[src/rtl/collision_scheduler.sv]
// collision_scheduler
//   Time-multiplexes one external rectangle-overlap checker across the
//   collision targets of a frame. A frame_start_i request snapshots the ball
//   and paddle bounds, presents the ball (rect1) against one target per cycle
//   (rect2), collects the checker results CHK_LAT cycles later, and publishes
//   all results at once on hit_o together with a done_o pulse.
//
//   Optional feature: define COLLISION_WALLS_EN to add the top and bottom walls
//   as targets 2 and 3. Without it only the two paddles are checked and
//   hit_o[3:2] read 0.
//
// Ports
//   clk_i, rst_ni            clock, asynchronous active-low reset
//   frame_start_i            single-cycle sweep request (ignored while busy_o)
//   ball_*_i, pl_*_i, pr_*_i ball / left paddle / right paddle bounds
//   rect1_*_o, rect2_*_o     checker operands (ball, current target); zero when not issuing
//   collision_i              checker result, CHK_LAT cycles after the operands
//   hit_o                    [0] left paddle [1] right paddle [2] top wall [3] bottom wall
//   busy_o                   sweep in progress
//   done_o                   one-cycle pulse as hit_o is updated
//   overrun_o                one-cycle pulse after a request dropped while busy
`ifndef X_POS_W
`define X_POS_W 10
`endif
`ifndef Y_POS_W
`define Y_POS_W 9
`endif

module collision_scheduler #(
  parameter int SCREEN_W = 640,
  parameter int SCREEN_H = 480,
  parameter int WALL_T   = 4,
  parameter int CHK_LAT  = 2
) (
  input  logic                clk_i,
  input  logic                rst_ni,
  input  logic                frame_start_i,
  input  logic [`X_POS_W-1:0] ball_left_i,
  input  logic [`X_POS_W-1:0] ball_right_i,
  input  logic [`Y_POS_W-1:0] ball_top_i,
  input  logic [`Y_POS_W-1:0] ball_bottom_i,
  input  logic [`X_POS_W-1:0] pl_left_i,
  input  logic [`X_POS_W-1:0] pl_right_i,
  input  logic [`Y_POS_W-1:0] pl_top_i,
  input  logic [`Y_POS_W-1:0] pl_bottom_i,
  input  logic [`X_POS_W-1:0] pr_left_i,
  input  logic [`X_POS_W-1:0] pr_right_i,
  input  logic [`Y_POS_W-1:0] pr_top_i,
  input  logic [`Y_POS_W-1:0] pr_bottom_i,
  output logic [`X_POS_W-1:0] rect1_left_o,
  output logic [`X_POS_W-1:0] rect1_right_o,
  output logic [`Y_POS_W-1:0] rect1_top_o,
  output logic [`Y_POS_W-1:0] rect1_bottom_o,
  output logic [`X_POS_W-1:0] rect2_left_o,
  output logic [`X_POS_W-1:0] rect2_right_o,
  output logic [`Y_POS_W-1:0] rect2_top_o,
  output logic [`Y_POS_W-1:0] rect2_bottom_o,
  input  logic                collision_i,
  output logic [3:0]          hit_o,
  output logic                busy_o,
  output logic                done_o,
  output logic                overrun_o
);

`ifdef COLLISION_WALLS_EN
  localparam int N = 4;
`else
  localparam int N = 2;
`endif
  localparam int IW = $clog2(N);
  localparam int XW = `X_POS_W;
  localparam int YW = `Y_POS_W;
  // Packed rectangle: {left, right, top, bottom}
  localparam int RW = 2*XW + 2*YW;

`ifdef COLLISION_WALLS_EN
  localparam logic [RW-1:0] WALL_TOP = {XW'(0), XW'(SCREEN_W), YW'(0), YW'(WALL_T)};
  localparam logic [RW-1:0] WALL_BOT = {XW'(0), XW'(SCREEN_W), YW'(SCREEN_H - WALL_T), YW'(SCREEN_H)};
`endif

  typedef enum logic [1:0] {IDLE, ISSUE, DRAIN} state_e;

  state_e                   state_q, state_d;
  logic [IW-1:0]            idx_q, idx_d;
  logic [2:0][RW-1:0]       snap_q, snap_d;     // [0] ball [1] left paddle [2] right paddle
  logic [N-1:0]             shadow_q, shadow_d;
  logic [N-1:0]             hit_q, hit_d;
  logic                     done_q, overrun_q;
  logic [CHK_LAT:1]         vld_pipe_q;
  logic [CHK_LAT:1][IW-1:0] tag_pipe_q;
  logic [RW-1:0]            r1, r2;
  logic                     accept, issue, smp, last;

  assign accept = (state_q == IDLE) && frame_start_i;
  assign issue  = (state_q == ISSUE);
  assign busy_o = (state_q != IDLE);

  // The tag leaving the last stage names the target whose result is on
  // collision_i right now; the final target's result closes the sweep.
  assign smp  = vld_pipe_q[CHK_LAT];
  assign last = smp && (tag_pipe_q[CHK_LAT] == IW'(N-1));

  // ---------------- FSM ----------------
  always_ff @(posedge clk_i or negedge rst_ni) begin
    if (!rst_ni) begin
      state_q <= IDLE;
      idx_q   <= '0;
    end else begin
      state_q <= state_d;
      idx_q   <= idx_d;
    end
  end

  always_comb begin
    state_d = state_q;
    idx_d   = idx_q;
    case (state_q)
      IDLE:  if (frame_start_i) begin
               state_d = ISSUE;
               idx_d   = '0;
             end
      ISSUE: if (idx_q == IW'(N-1)) begin
               state_d = DRAIN;
               idx_d   = '0;
             end else begin
               idx_d   = idx_q + IW'(1);
             end
      DRAIN: if (last) state_d = IDLE;
      default: state_d = IDLE;
    endcase
  end

  // ---------------- snapshot ----------------
  assign snap_d = accept ? {{pr_left_i, pr_right_i, pr_top_i, pr_bottom_i},
                            {pl_left_i, pl_right_i, pl_top_i, pl_bottom_i},
                            {ball_left_i, ball_right_i, ball_top_i, ball_bottom_i}}
                         : snap_q;

  always_ff @(posedge clk_i or negedge rst_ni) begin
    if (!rst_ni) snap_q <= '0;
    else         snap_q <= snap_d;
  end

  // ---------------- checker operands ----------------
  // Zero operands outside ISSUE make the checker report no overlap, so stray
  // results in flight never look like hits.
  always_comb begin
    r1 = '0;
    r2 = '0;
    if (issue) begin
      r1 = snap_q[0];
      case (idx_q)
        IW'(0): r2 = snap_q[1];
        IW'(1): r2 = snap_q[2];
`ifdef COLLISION_WALLS_EN
        IW'(2): r2 = WALL_TOP;
        IW'(3): r2 = WALL_BOT;
`endif
        default: r2 = '0;
      endcase
    end
  end

  assign {rect1_left_o, rect1_right_o, rect1_top_o, rect1_bottom_o} = r1;
  assign {rect2_left_o, rect2_right_o, rect2_top_o, rect2_bottom_o} = r2;

  // ---------------- result tag pipeline ----------------
  always_ff @(posedge clk_i or negedge rst_ni) begin
    if (!rst_ni) begin
      vld_pipe_q <= '0;
      tag_pipe_q <= '0;
    end else begin
      vld_pipe_q[1] <= issue;
      tag_pipe_q[1] <= idx_q;
      for (int i = 2; i <= CHK_LAT; i++) begin
        vld_pipe_q[i] <= vld_pipe_q[i-1];
        tag_pipe_q[i] <= tag_pipe_q[i-1];
      end
    end
  end

  // ---------------- shadow / publish ----------------
  // hit_d takes shadow_d, not shadow_q, so the final target's result lands in
  // hit_o on the same edge it is sampled.
  always_comb begin
    shadow_d = shadow_q;
    hit_d    = hit_q;
    if (accept) shadow_d = '0;
    if (smp)    shadow_d[tag_pipe_q[CHK_LAT]] = collision_i;
    if (last)   hit_d = shadow_d;
  end

  always_ff @(posedge clk_i or negedge rst_ni) begin
    if (!rst_ni) begin
      shadow_q  <= '0;
      hit_q     <= '0;
      done_q    <= 1'b0;
      overrun_q <= 1'b0;
    end else begin
      shadow_q  <= shadow_d;
      hit_q     <= hit_d;
      done_q    <= last;
      overrun_q <= frame_start_i && busy_o;
    end
  end

  assign done_o    = done_q;
  assign overrun_o = overrun_q;
`ifdef COLLISION_WALLS_EN
  assign hit_o = hit_q;
`else
  assign hit_o = {2'b00, hit_q};
`endif

endmodule

[config.mk]
export PLATFORM = sky130hd
export DESIGN_NAME = collision_scheduler
export DESIGN_NICKNAME = d
export VERILOG_FILES = /design/src/rtl/collision_scheduler.sv
export SDC_FILE = /design/constraint.sdc
export NUM_CORES = 1
export LEC_CHECK = 0
export ABC_CLOCK_PERIOD_IN_PS = 4740
export CAP_MARGIN = 20
export CORE_UTILIZATION = 25
export DETAILED_ROUTE_END_ITERATION = 8
export SETUP_SLACK_MARGIN = 0.15
export SYNTH_ARGS = -nofsm -noshare
export SYNTH_HDL_FRONTEND = slang
export SYNTH_SLANG_ARGS = --single-unit
[constraint.sdc]
create_clock -name clk_i -period 4.74 [get_ports clk_i]
set_input_delay 1.422 -clock clk_i [delete_from_list [all_inputs] [get_ports clk_i]]
set_output_delay 1.422 -clock clk_i [all_outputs]
set_load 0.01 [all_outputs]
==> results.py <==
metrics = {
    "run_status": {
        "status": "completed",
    },
    "clocking": {
        "ctsResizeCount": 0,
        "holdBufCountCts": 0,
        "cts_sinks": 126,
        "clock_latency_ps": 410,
        "clockBufferDepth": 2,
        "cts_tree": "built",
        "cts_buffers": 17,
        "cts_setup_buffers": 0,
        "cts_root_buf": "clkbuf_16",
        "clk_pin_slew_ps": 60,
        "cts_max_level": 4,
    },
    "timing": {
        "slew_viol_final": 0,
        "max_freq_mhz": 264,
        "worst_pin_slew_ps": 930,
        "hold_viol_final": 0,
        "setup_viol": 0,
        "min_period_ps": 3790,
        "fin_tns_setup_ps": 0,
        "rsz0062_at_grt": "false",
        "relSlewSlack_pct": 38.0,
        "clock_skew_ps": 6.14,
        "fin_crit_sh_pct": 80.0,
        "finalWorstSetupSlack_ps": 946,
    },
    "synthesis": {
        "ys_types": 23,
        "synth_warnings": 0,
        "synth_simple_gate_area_share_pct": 8.24,
        "synth_area_mm2": 0.00553,
        "synth_top_family_by_area": "multiplexers",
        "synth_ff_type": "dfrtp_1",
        "ys_seq_elements": 126,
        "synth.avg_cell_area_um2": 13.6,
        "synth_mux_area_share_pct": 31.2,
        "synthArstFlopShare_pct": 100,
        "syn_inst": 405,
        "synthXorXnorAreaFrac_pct": 0,
        "synth_edf_count": 0,
        "synth_compound_area_share_pct": 0.498,
        "seq_area_frac_synth_pct": 57.1,
        "yosys.area_share.adder_pct": 0,
    },
    "cells_and_area": {
        "final_common_cell": "clkdlybuf4s50_1",
        "drive_above_1_share_pct": 25.3,
        "diodes": 0,
        "fin_area_mm2": 0.00839,
        "final_cell_mix": "clkdlybuf4s50_1 (197), dfrtp_1 (125), mux2_2 (98)",
        "syn2layout_area_growth_pct": 51.9,
        "nNetsFinal": 719,
        "fillers": 2076,
    },
    "power_and_ir_drop": {
        "irDropWorstVdd_mv": 0.276,
        "power_frac_comb_pct": 41.6,
        "sw_frac_of_total_pct": 30.2,
        "power_density_mw_per_mm2": 671,
        "power_switching_mw": 1.70,
        "p_leak_nw": 3.54,
        "p_total_mw": 5.63,
        "p_int_mw": 3.93,
        "p_clk_share_pct": 24.2,
        "power_frac_seq_pct": 34.2,
    },
    "routing": {
        "wl_um": 13900,
        "firstDrtPassIters": 4,
        "wl_per_cell_um": 15.5,
        "drt_iter0_drc": 109,
        "viasPerCell": 4.23,
        "dr_total_vias": 3776,
        "ant_nets": 0,
        "drcViolationCount": 0,
    },
    "grt": {
        "gr-total-overflow": 0,
        "antenna_found_initial": 0,
        "grt_util_all_layers_pct": 12.5,
        "grt_pass1_wl_um": 21400,
        "grt_max_degree": 100,
        "grt_pass1_vias": 4183,
    },
    "floorplanning": {
        "io_pins": 201,
        "die_h_um": 151,
        "die-area_mm2": 0.0227,
        "initial_core_util_pct": 25.4,
        "coreArea_mm2": 0.0218,
        "rows": 54,
        "die_w_um": 151,
    },
    "placed_design": {
        "dpl_cell_area_mm2": 0.00778,
        "dpl_worst_slack_ps": 1320,
        "dp_hpwl_um": 9570,
        "place_congestion": 0.737,
        "numPortBuffers": 198,
    },
    "critical_path": {
        "crit_fanout": 25,
        "critPathRequiredTime_ps": 3320,
        "endpoint_kind": "output pin",
        "path_class": "reg2out",
        "cp.arrival_ps": 2370,
        "cp-start-kind": "register",
    },
    "hold_path": {
        "hold_class": "reg2reg",
    },
    "run": {
        "maxCapViolations": 0,
    },
}
-- through the flow --
step | hold WS [ps] | instances | utilization (%)
2_1_floorplan | 331 | 406 | -
3_3_place_gp | 331 | 862 | 35.8
3_5_place_dp | 336 | 862 | 35.8
4_1_cts | 349 | 893 | 38.6
5_1_grt | 365 | 893 | 38.6
6_report | 345 | 893 | 38.6
-- synth_stat cells (all sizes together), types with 2 or more instances --
| cell | n | area [µm²] |
|---|---|---|
| mux2 | 114 | 1340 |
| nand2 | 6 | 22.5 |
| nor2 | 38 | 143 |
| and2 | 39 | 244 |
| mux2i | 38 | 380 |
| inv | 2 | 7.51 |
| clkbuf | 10 | 37.5 |
| dfrtp | 126 | 3150 |
| buf | 19 | 118 |
| o21ai | 4 | 20.0 |
-- logic make-up after synthesis --
| kind of cell | after synthesis |
|---|---|
| other | 1 |
| flip-flops | 126 |
| multiplexers | 152 |
| buffers and inverters | 31 |
| AND/OR/NAND/NOR | 90 |
| AO/OA/AOI/OAI | 5 |
-- layout make-up --
cell class	count	area [µm²]	share of cell area [%]
clock buffer	20	447	5.32
clock inverter	11	166	1.98
inverter	2	7.51	0.0894
multi-input combinational	249	2220	26.4
sequential	126	3150	37.6
tap	280	350	4.17
timing repair buffer	205	2050	24.4
-- flip-flops by register name, summed over array words and instances, names as in the netlist --
register / count
idx_q: 1
done_o: 1
state_q: 2
hit_q: 2
vld_pipe_q: 2
shadow_q: 1
snap_q: 114
tag_pipe_q: 2
overrun_o: 1
-- worst paths after layout --
kind / from / endpoint / slack (ps) / depth (start not counted)
worst max-delay path: state_q[1] / rect1_right_o[0] / 950 / 5
worst min-delay path: vld_pipe_q[1] / vld_pipe_q[2] / 340 / 0
worst max register to register: state_q[0] / snap_q[97] / 2930 / 3
worst min register to register: vld_pipe_q[1] / vld_pipe_q[2] / 340 / 0
max in group asynchronous: rst_ni / snap_q[2] / 2820 / 2
min in group asynchronous: rst_ni / snap_q[100] / 1100 / 1
-- per-layer routing --
layer	GRT usage [%]	vias to the layer above	part of all wire, %
met3	3.76	19	5.6
met4	6.05	0	2.1
met2	21.8	117	52
met1	13.8	1872	40
li1	-	1768	-
met5	0	-	0
-- worst max-delay path, cell delays in order (launching register included) --
cell             delay [ps]
dfrtp_1                 400
nand2b_2                190
inv_1                   370
buf_4                   310
and2_1                  160
clkdlybuf4s50_1         540
-- power by group through the flow --
stage / logic [mW] / registers (mW) / clock network (mW)
2_1_floorplan: 1.45 / 1.81 / 0
3_3_place_gp: 2.33 / 1.91 / 0
4_1_cts: 2.39 / 1.93 / 1.41
6_report: 2.34 / 1.92 / 1.36
3_5_place_dp: 2.38 / 1.94 / 0
5_1_grt: 2.54 / 1.99 / 1.45
Note: power is estimated with default switching activity, not from simulation.
